`config.mk`:
```
export PLATFORM = sky130hd
export DESIGN_NAME = dcache_dm
export DESIGN_NICKNAME = d
export VERILOG_FILES = /design/src/rtl/dcache_dm.sv
export SDC_FILE = /design/constraint.sdc
export NUM_CORES = 2
export LEC_CHECK = 0
export ABC_CLOCK_PERIOD_IN_PS = 6830
export CORE_MARGIN = 4
export CORE_UTILIZATION = 38
export DETAILED_ROUTE_END_ITERATION = 10
export DONT_BUFFER_PORTS = 1
export MAX_ROUTING_LAYER = met4
export SLEW_MARGIN = 40
export SYNTH_ARGS = -nofsm -noshare
export SYNTH_HDL_FRONTEND = slang
export SYNTH_SLANG_ARGS = --single-unit
```
`constraint.sdc`:
```
create_clock -name clk -period 6.83 [get_ports clk]
set_input_delay 1.366 -clock clk [delete_from_list [all_inputs] [get_ports clk]]
set_output_delay 1.366 -clock clk [all_outputs]
set_load 0.05 [all_outputs]
```
`src/rtl/dcache_dm.sv`:
```
`default_nettype none
// ============================================================================
// Module   : dcache_dm
// Brief    : Direct-mapped, write-through, no-write-allocate data cache.
//            Loads that hit return data one cycle after acceptance.
//            Loads that miss fetch a full line from memory.
//            Stores always go to memory. A store that hits also merges
//            its enabled bytes into the cached word.
// Revision : 1.0 - initial release
// ============================================================================
module dcache_dm #(
  parameter int NUM_LINES = 16,
  parameter int LINE_BITS = 128
) (
  input  logic                 clk,
  input  logic                 rst,

  // Core side
  input  logic                 core_req,
  input  logic                 core_we,
  input  logic [31:0]          core_addr,
  input  logic [31:0]          core_wdata,
  input  logic [3:0]           core_be,
  output logic                 core_ready,
  output logic                 core_rvalid,
  output logic [31:0]          core_rdata,
  input  logic                 flush,

  // Memory line-read side
  output logic                 mem_rd_en,
  output logic [31:0]          mem_rd_addr,
  input  logic [LINE_BITS-1:0] mem_rd_data,
  input  logic                 mem_rd_valid,

  // Memory write-through side
  output logic                 mem_wr_en,
  output logic [31:0]          mem_wr_addr,
  output logic [31:0]          mem_wr_data,
  output logic [3:0]           mem_wr_be,
  input  logic                 mem_wr_ready
);

  localparam int IDX_W   = $clog2(NUM_LINES);
  localparam int TAG_LSB = 4 + IDX_W;
  localparam int TAG_W   = 32 - TAG_LSB;

  typedef enum logic [2:0] {
    S_IDLE        = 3'd0,
    S_REFILL_REQ  = 3'd1,
    S_REFILL_WAIT = 3'd2,
    S_RESP        = 3'd3,
    S_WRITE       = 3'd4
  } state_e;

  state_e               state_q;

  // Line storage: valid bits are reset, tag and data arrays are not
  logic [NUM_LINES-1:0] valid_q;
  logic [TAG_W-1:0]     tag_q  [NUM_LINES];
  logic [LINE_BITS-1:0] data_q [NUM_LINES];

  // Word address of the outstanding load miss
  logic [31:2]          req_addr_q;

  // Registered outputs
  logic                 core_rvalid_q;
  logic [31:0]          core_rdata_q;
  logic                 mem_rd_en_q;
  logic [31:0]          mem_rd_addr_q;
  logic                 mem_wr_en_q;
  logic [31:0]          mem_wr_addr_q;
  logic [31:0]          mem_wr_data_q;
  logic [3:0]           mem_wr_be_q;

  // Decode of the incoming core address
  logic [IDX_W-1:0]     w_idx;
  logic [TAG_W-1:0]     w_tag;
  logic [1:0]           w_off;
  logic                 w_hit;
  logic [LINE_BITS-1:0] w_line;
  logic [31:0]          w_hit_word;
  logic [31:0]          w_store_word;

  // Decode of the latched miss address
  logic [IDX_W-1:0]     w_fill_idx;
  logic [TAG_W-1:0]     w_fill_tag;
  logic [1:0]           w_fill_off;
  logic [31:0]          w_fill_word;

  logic                 w_accept;
  logic                 w_refill_we;
  logic                 w_store_we;

  // Byte-offset bits of the core address carry no information for word accesses
  logic                 w_unused_addr;
  assign w_unused_addr = &{1'b0, core_addr[1:0]};

  assign w_idx      = core_addr[TAG_LSB-1:4];
  assign w_tag      = core_addr[31:TAG_LSB];
  assign w_off      = core_addr[3:2];
  assign w_line     = data_q[w_idx];
  assign w_hit      = valid_q[w_idx] && (tag_q[w_idx] == w_tag);
  assign w_hit_word = w_line[{w_off, 5'b0} +: 32];

  assign w_fill_idx  = req_addr_q[TAG_LSB-1:4];
  assign w_fill_tag  = req_addr_q[31:TAG_LSB];
  assign w_fill_off  = req_addr_q[3:2];
  assign w_fill_word = mem_rd_data[{w_fill_off, 5'b0} +: 32];

  // The core may only hand over a request in IDLE. A flush has priority over a request.
  assign core_ready  = rst && (state_q == S_IDLE) && !flush;
  assign w_accept    = core_req && core_ready;
  assign w_refill_we = rst && (state_q == S_REFILL_WAIT) && mem_rd_valid;
  assign w_store_we  = w_accept && core_we && w_hit;

  // Merge the enabled store bytes into the currently cached word
  always_comb begin
    w_store_word = w_hit_word;
    for (int b = 0; b < 4; b++) begin
      if (core_be[b]) begin
        w_store_word[8*b +: 8] = core_wdata[8*b +: 8];
      end
    end
  end

  // Tag/data array writes: refill replaces the whole line, a store hit updates one word
  always_ff @(posedge clk) begin
    if (w_refill_we) begin
      data_q[w_fill_idx] <= mem_rd_data;
      tag_q[w_fill_idx]  <= w_fill_tag;
    end else if (w_store_we) begin
      data_q[w_idx][{w_off, 5'b0} +: 32] <= w_store_word;
    end
  end

  // Controller FSM with valid bits and all registered outputs
  always_ff @(posedge clk) begin
    if (!rst) begin
      state_q       <= S_IDLE;
      valid_q       <= '0;
      req_addr_q    <= '0;
      core_rvalid_q <= 1'b0;
      core_rdata_q  <= '0;
      mem_rd_en_q   <= 1'b0;
      mem_rd_addr_q <= '0;
      mem_wr_en_q   <= 1'b0;
      mem_wr_addr_q <= '0;
      mem_wr_data_q <= '0;
      mem_wr_be_q   <= '0;
    end else begin
      // Single-cycle strobes fall back to zero unless re-armed below
      core_rvalid_q <= 1'b0;
      mem_rd_en_q   <= 1'b0;

      case (state_q)
        S_IDLE: begin
          if (flush) begin
            valid_q <= '0;
          end else if (core_req) begin
            if (core_we) begin
              // Write-through. A hit also updates the array through w_store_we.
              mem_wr_en_q   <= 1'b1;
              mem_wr_addr_q <= {core_addr[31:2], 2'b00};
              mem_wr_data_q <= core_wdata;
              mem_wr_be_q   <= core_be;
              state_q       <= S_WRITE;
            end else if (w_hit) begin
              core_rvalid_q <= 1'b1;
              core_rdata_q  <= w_hit_word;
            end else begin
              req_addr_q    <= core_addr[31:2];
              mem_rd_en_q   <= 1'b1;
              mem_rd_addr_q <= {core_addr[31:4], 4'b0000};
              state_q       <= S_REFILL_REQ;
            end
          end
        end

        S_REFILL_REQ: begin
          // mem_rd_en was raised on entry and drops by default here
          state_q <= S_REFILL_WAIT;
        end

        S_REFILL_WAIT: begin
          if (mem_rd_valid) begin
            valid_q[w_fill_idx] <= 1'b1;
            core_rvalid_q       <= 1'b1;
            core_rdata_q        <= w_fill_word;
            state_q             <= S_RESP;
          end
        end

        S_RESP: begin
          state_q <= S_IDLE;
        end

        S_WRITE: begin
          if (mem_wr_ready) begin
            mem_wr_en_q <= 1'b0;
            state_q     <= S_IDLE;
          end
        end

        default: begin
          mem_wr_en_q <= 1'b0;
          state_q     <= S_IDLE;
        end
      endcase
    end
  end

  assign core_rvalid = core_rvalid_q;
  assign core_rdata  = core_rdata_q;
  assign mem_rd_en   = mem_rd_en_q;
  assign mem_rd_addr = mem_rd_addr_q;
  assign mem_wr_en   = mem_wr_en_q;
  assign mem_wr_addr = mem_wr_addr_q;
  assign mem_wr_data = mem_wr_data_q;
  assign mem_wr_be   = mem_wr_be_q;

endmodule
`default_nettype wire

```
==> metrics.md <==
| Metric | Value |
|---|---|
| Core Area | `about 0.27 mm^2` |
| Die X-Extent | `approximately 530 um` |
| Post-DRT Antenna Nets | `0` |
| Critical Path RT | `~7.4 ns` |
| Initial antenna violation count | `34` |
| Highest clock rate | `between 150 and 200 MHz` |
| Worst Setup Path Type | `in2reg` |
| Final period utilization | `between 80% and 90%` |
| Fillers | `around 23000` |
| FFs w/ async S/R, synth | `0%` |
| Period minus WS final | `about 5.6 ns` |
| Setup TNS | `0 ns` |
| Layout cell share with drive strength beyond 1 | `between 30% and 40%` |
| Worst-Margin Slew | `roughly 0.9 ns` |
| Pin count of the biggest net entering global routing | `just over 200` |
| Drt via density | `between 5 and 6` |
| Die height | `about 530 um` |
| Clk slew on worst S/H paths | `0.06 ns` |
| Total global routing overflow | `0` |
| H-Tree Depth | `5` |
| Die area | `~0.28 mm^2` |
| Hold WC Path Type | `reg2reg` |
| Post-synth EDFFs | `2432` |
| First DRT Iteration DRCs | `approximately 5600` |
| Switching share of power | `21.3%` |
| Post-Syn Instances | `just under 5000` |
| FF-to-FF Start | `tag_q[6][1]$_DFFE_PP_` |
| CP Max Fanout | `between 80 and 90` |
| WL final | `between 200000 and 300000 um` |
| # setup viols final | `0` |
| WL/cell | `about 32 um` |
| Outcome | `finished clean` |
| Max VDD drop | `182 uV` |
| FF-to-FF End | `data_q[10][70]$_DFFE_PP_` |
| Io pins | `339` |
| Synth warnings | `0` |
| Clock group share of total power | `43.8%` |
| Post-CTS Hold Fix Bufs | `0` |
| Hold Vio Cnt, Final | `0` |
| PD cells | `approximately 290 mW/mm^2` |
| Max Root-Sink Buffers | `4` |
| DP HPWL | `roughly 170000 um` |
| TritonCTS clock tree | `built` |
| Top_reg_cell synth | `edfxtp_1` |
| Nets | `approximately 5400` |
| Main combinational cell family by area after synthesis | `multiplexers` |
| Crit path capture | `data_q[7][56]$_DFFE_PP_` |
| Mean Syn Cell Area | `approximately 21 um^2` |
| Synthesis-stage register bit count | `between 2000 and 3000` |
| Comb pwr share | `around 5%` |
| Drt first pass iters | `6` |
| DRC viols | `0` |
| Unrepaired setup endpoints after global routing | `no` |
| Worst skew pair latency | `roughly 0.9 ns` |
| Distinct cells, synth | `74` |
| Vias in the first global route | `just over 50000` |
| IO buf count | `0` |
| CP arrival | `6.13 ns` |
| Post-route cell area | `between 0.1 and 0.15 mm^2` |
| Compound-Gate Fraction of Synth Area | `under 10%` |
| R2R setup slack | `1.95 ns` |
| # clock sinks | `~2600` |
| Postcts setup bufs | `0` |
| Starting Density | `between 30% and 40%` |
| LEAKAGE | `between 30 and 40 nW` |
| Post-Synth XOR/XNOR Area | `0.154%` |
| Simple-Gate Fraction of Synth Area | `about 2.7%` |
| Post-Synth Adder-Cell Area | `0.0489%` |
| Max Clock Skew | `around 0.1 ns` |
| Rel. slew slack | `between 30% and 40%` |
| Num CTS Buffers | `around 280` |
| Post-DP Area | `between 0.1 and 0.15 mm^2` |
| Sequential share of power | `about half` |
| Gpl congestion | `0.811` |
| Internal | `approximately 27 mW` |
| Area delta synth->final | `15.8%` |
| Root buf cell | `clkbuf_16` |
| Setup crit start kind | `input pin` |
| Worst R2R Path Depth | `12` |
| CTS resizes | `0` |
| Switching Power | `7.25 mW` |
| DR vias | `roughly 52000` |
| Post-synthesis mux area share | `18.9%` |
| CP Capture Type | `flip-flop` |
| Row cnt | `190` |
| Max Cap Viol | `0` |
| Final Max Slew Viols | `0` |
| Mapped Area | `roughly 0.10 mm^2` |
| GRT Overall Usage | `a little over a fifth` |
| Critical path origin | `core_addr[5]` |
| First-pass GRT wire length | `between 400000 and 500000 um` |
| Sequential fraction of the synthesis area | `between 70 and 80%` |
==> power by group through the flow <==
stage	combinational, mW	clock, mW	sequential (mW)
after floorplan	1.13	0	17.7
after global placement	1.54	0	17.8
after detailed placement	1.68	0	17.8
after CTS	1.68	15.2	17.4
after global routing	1.77	15.8	17.4
final	1.67	14.9	17.4
==> Yosys cell counts, types with 9 or more instances <==
master / number / area share, %
edfxtp_1: 2432 / 71
mux4_2: 775 / 17
nand2_1: 359 / 1.3
mux2i_1: 156 / 1.5
dfxtp_1: 150 / 2.9
clkbuf_1: 146 / 0.54
a21oi_1: 141 / 0.69
o21ai_0: 128 / 0.63
nor2_1: 119 / 0.44
buf_2: 99 / 0.48
buf_4: 44 / 0.32
a211oi_1: 37 / 0.27
or2_2: 36 / 0.22
buf_1: 31 / 0.11
mux2_2: 26 / 0.29
o22ai_1: 19 / 0.12
nand3_1: 12 / 0.059
a22oi_1: 11 / 0.081
and2_1: 11 / 0.067
nor3_1: 11 / 0.054
or3_1: 11 / 0.067
buf_6: 10 / 0.11
nand2b_1: 10 / 0.061
nor2_2: 10 / 0.061
nor2b_1: 10 / 0.061
o21a_1: 10 / 0.073
xnor2_1: 10 / 0.086
inv_1: 9 / 0.033
==> sequential cells by signal, summed over array words and instances, names as in the netlist <==
signal / count
core_rdata: 32
core_rvalid: 1
data_q: 2048
mem_rd_en: 1
mem_wr_addr: 30
mem_wr_be: 4
mem_wr_data: 32
mem_wr_en: 1
req_addr_q: 30
state_q: 3
tag_q: 384
valid_q: 16
==> stage by stage <==
step           std cells  hold WS (ns)  utilization [%]  power, mW  worst slack, ns
3_5_place_dp        8415         0.462             40.8       19.5            0.482
4_1_cts             8915         0.475             44.2       34.3             1.39
5_1_grt             8948         0.507             44.2       35.0             1.13
2_1_floorplan       4941         0.431                -       18.9            0.360
6_report            8958         0.478             44.2       34.0             1.21
3_3_place_gp        8388         0.448             40.5       19.3            0.534
==> worst max-delay path, stage by stage <==
cell,delay [ns]
buf_16,0.32
nor2b_1,0.67
a22oi_1,0.29
a21o_1,0.24
a2111o_1,0.43
o22ai_1,0.26
nand4b_1,0.46
nor4_4,0.56
buf_4,0.31
a21oi_1,0.09
buf_4,0.21
nor2_4,0.32
buf_12,0.30
==> routing by layer <==
layer	GRT usage, %	part of all wire [%]
met1	27.0	39
met2	34.1	50
met3	4.19	8.3
met4	6.50	3.0
met5	-	0
==> worst min-delay path by stage <==
stage	start	to	slack [ns]	cells after the start
after detailed placement	valid_q[0]$_SDFFE_PN0P_	valid_q[0]$_SDFFE_PN0P_	0.46	2
after floorplan	valid_q[4]$_SDFFE_PN0P_	valid_q[4]$_SDFFE_PN0P_	0.43	2
final	valid_q[12]$_SDFFE_PN0P_	valid_q[12]$_SDFFE_PN0P_	0.48	2
after global routing	valid_q[13]$_SDFFE_PN0P_	valid_q[13]$_SDFFE_PN0P_	0.51	2
after global placement	valid_q[12]$_SDFFE_PN0P_	valid_q[12]$_SDFFE_PN0P_	0.45	2
after CTS	valid_q[0]$_SDFFE_PN0P_	valid_q[0]$_SDFFE_PN0P_	0.47	2
==> cells by family after synthesis <==
family | after synthesis
fa+ha+maj | 4
simple gates | 629
flops | 2582
mux | 962
xor+xnor | 18
compound gates | 395
other cells | 1
buf+inv | 345
==> area by class of cell <==
cell class                      instances  area [um^2]  share of cell area [%]
Clock inverter                        129         1370                    1.15
Antenna cell                           41          103                  0.0865
Inverter                               14         67.6                  0.0570
Sequential cell                      2582        76100                    64.2
Timing Repair Buffer                  255         3300                    2.78
Tap cell                             3552         4440                    3.75
Clock buffer                          371         7600                    6.41
Multi-Input combinational cell       2014        25600                    21.6
==> layout by cell type (no fill, tap or decap), drive strengths merged, types with 12 or more instances in the layout <==
master / Yosys / final
mux4: 776 / 776
a21oi: 141 / 141
inv: 11 / 28
mux2: 29 / 29
nand3: 12 / 12
or2: 38 / 38
o22ai: 19 / 19
bufinv: 0 / 23
edfxtp: 2432 / 2432
a211oi: 37 / 37
o21ai: 136 / 136
clkbuf: 146 / 371
buf: 185 / 255
dfxtp: 150 / 150
diode: 0 / 41
clkinv: 3 / 87
nand2: 359 / 359
nor2: 129 / 129
mux2i: 157 / 157
(Power assumes the default switching activity.)
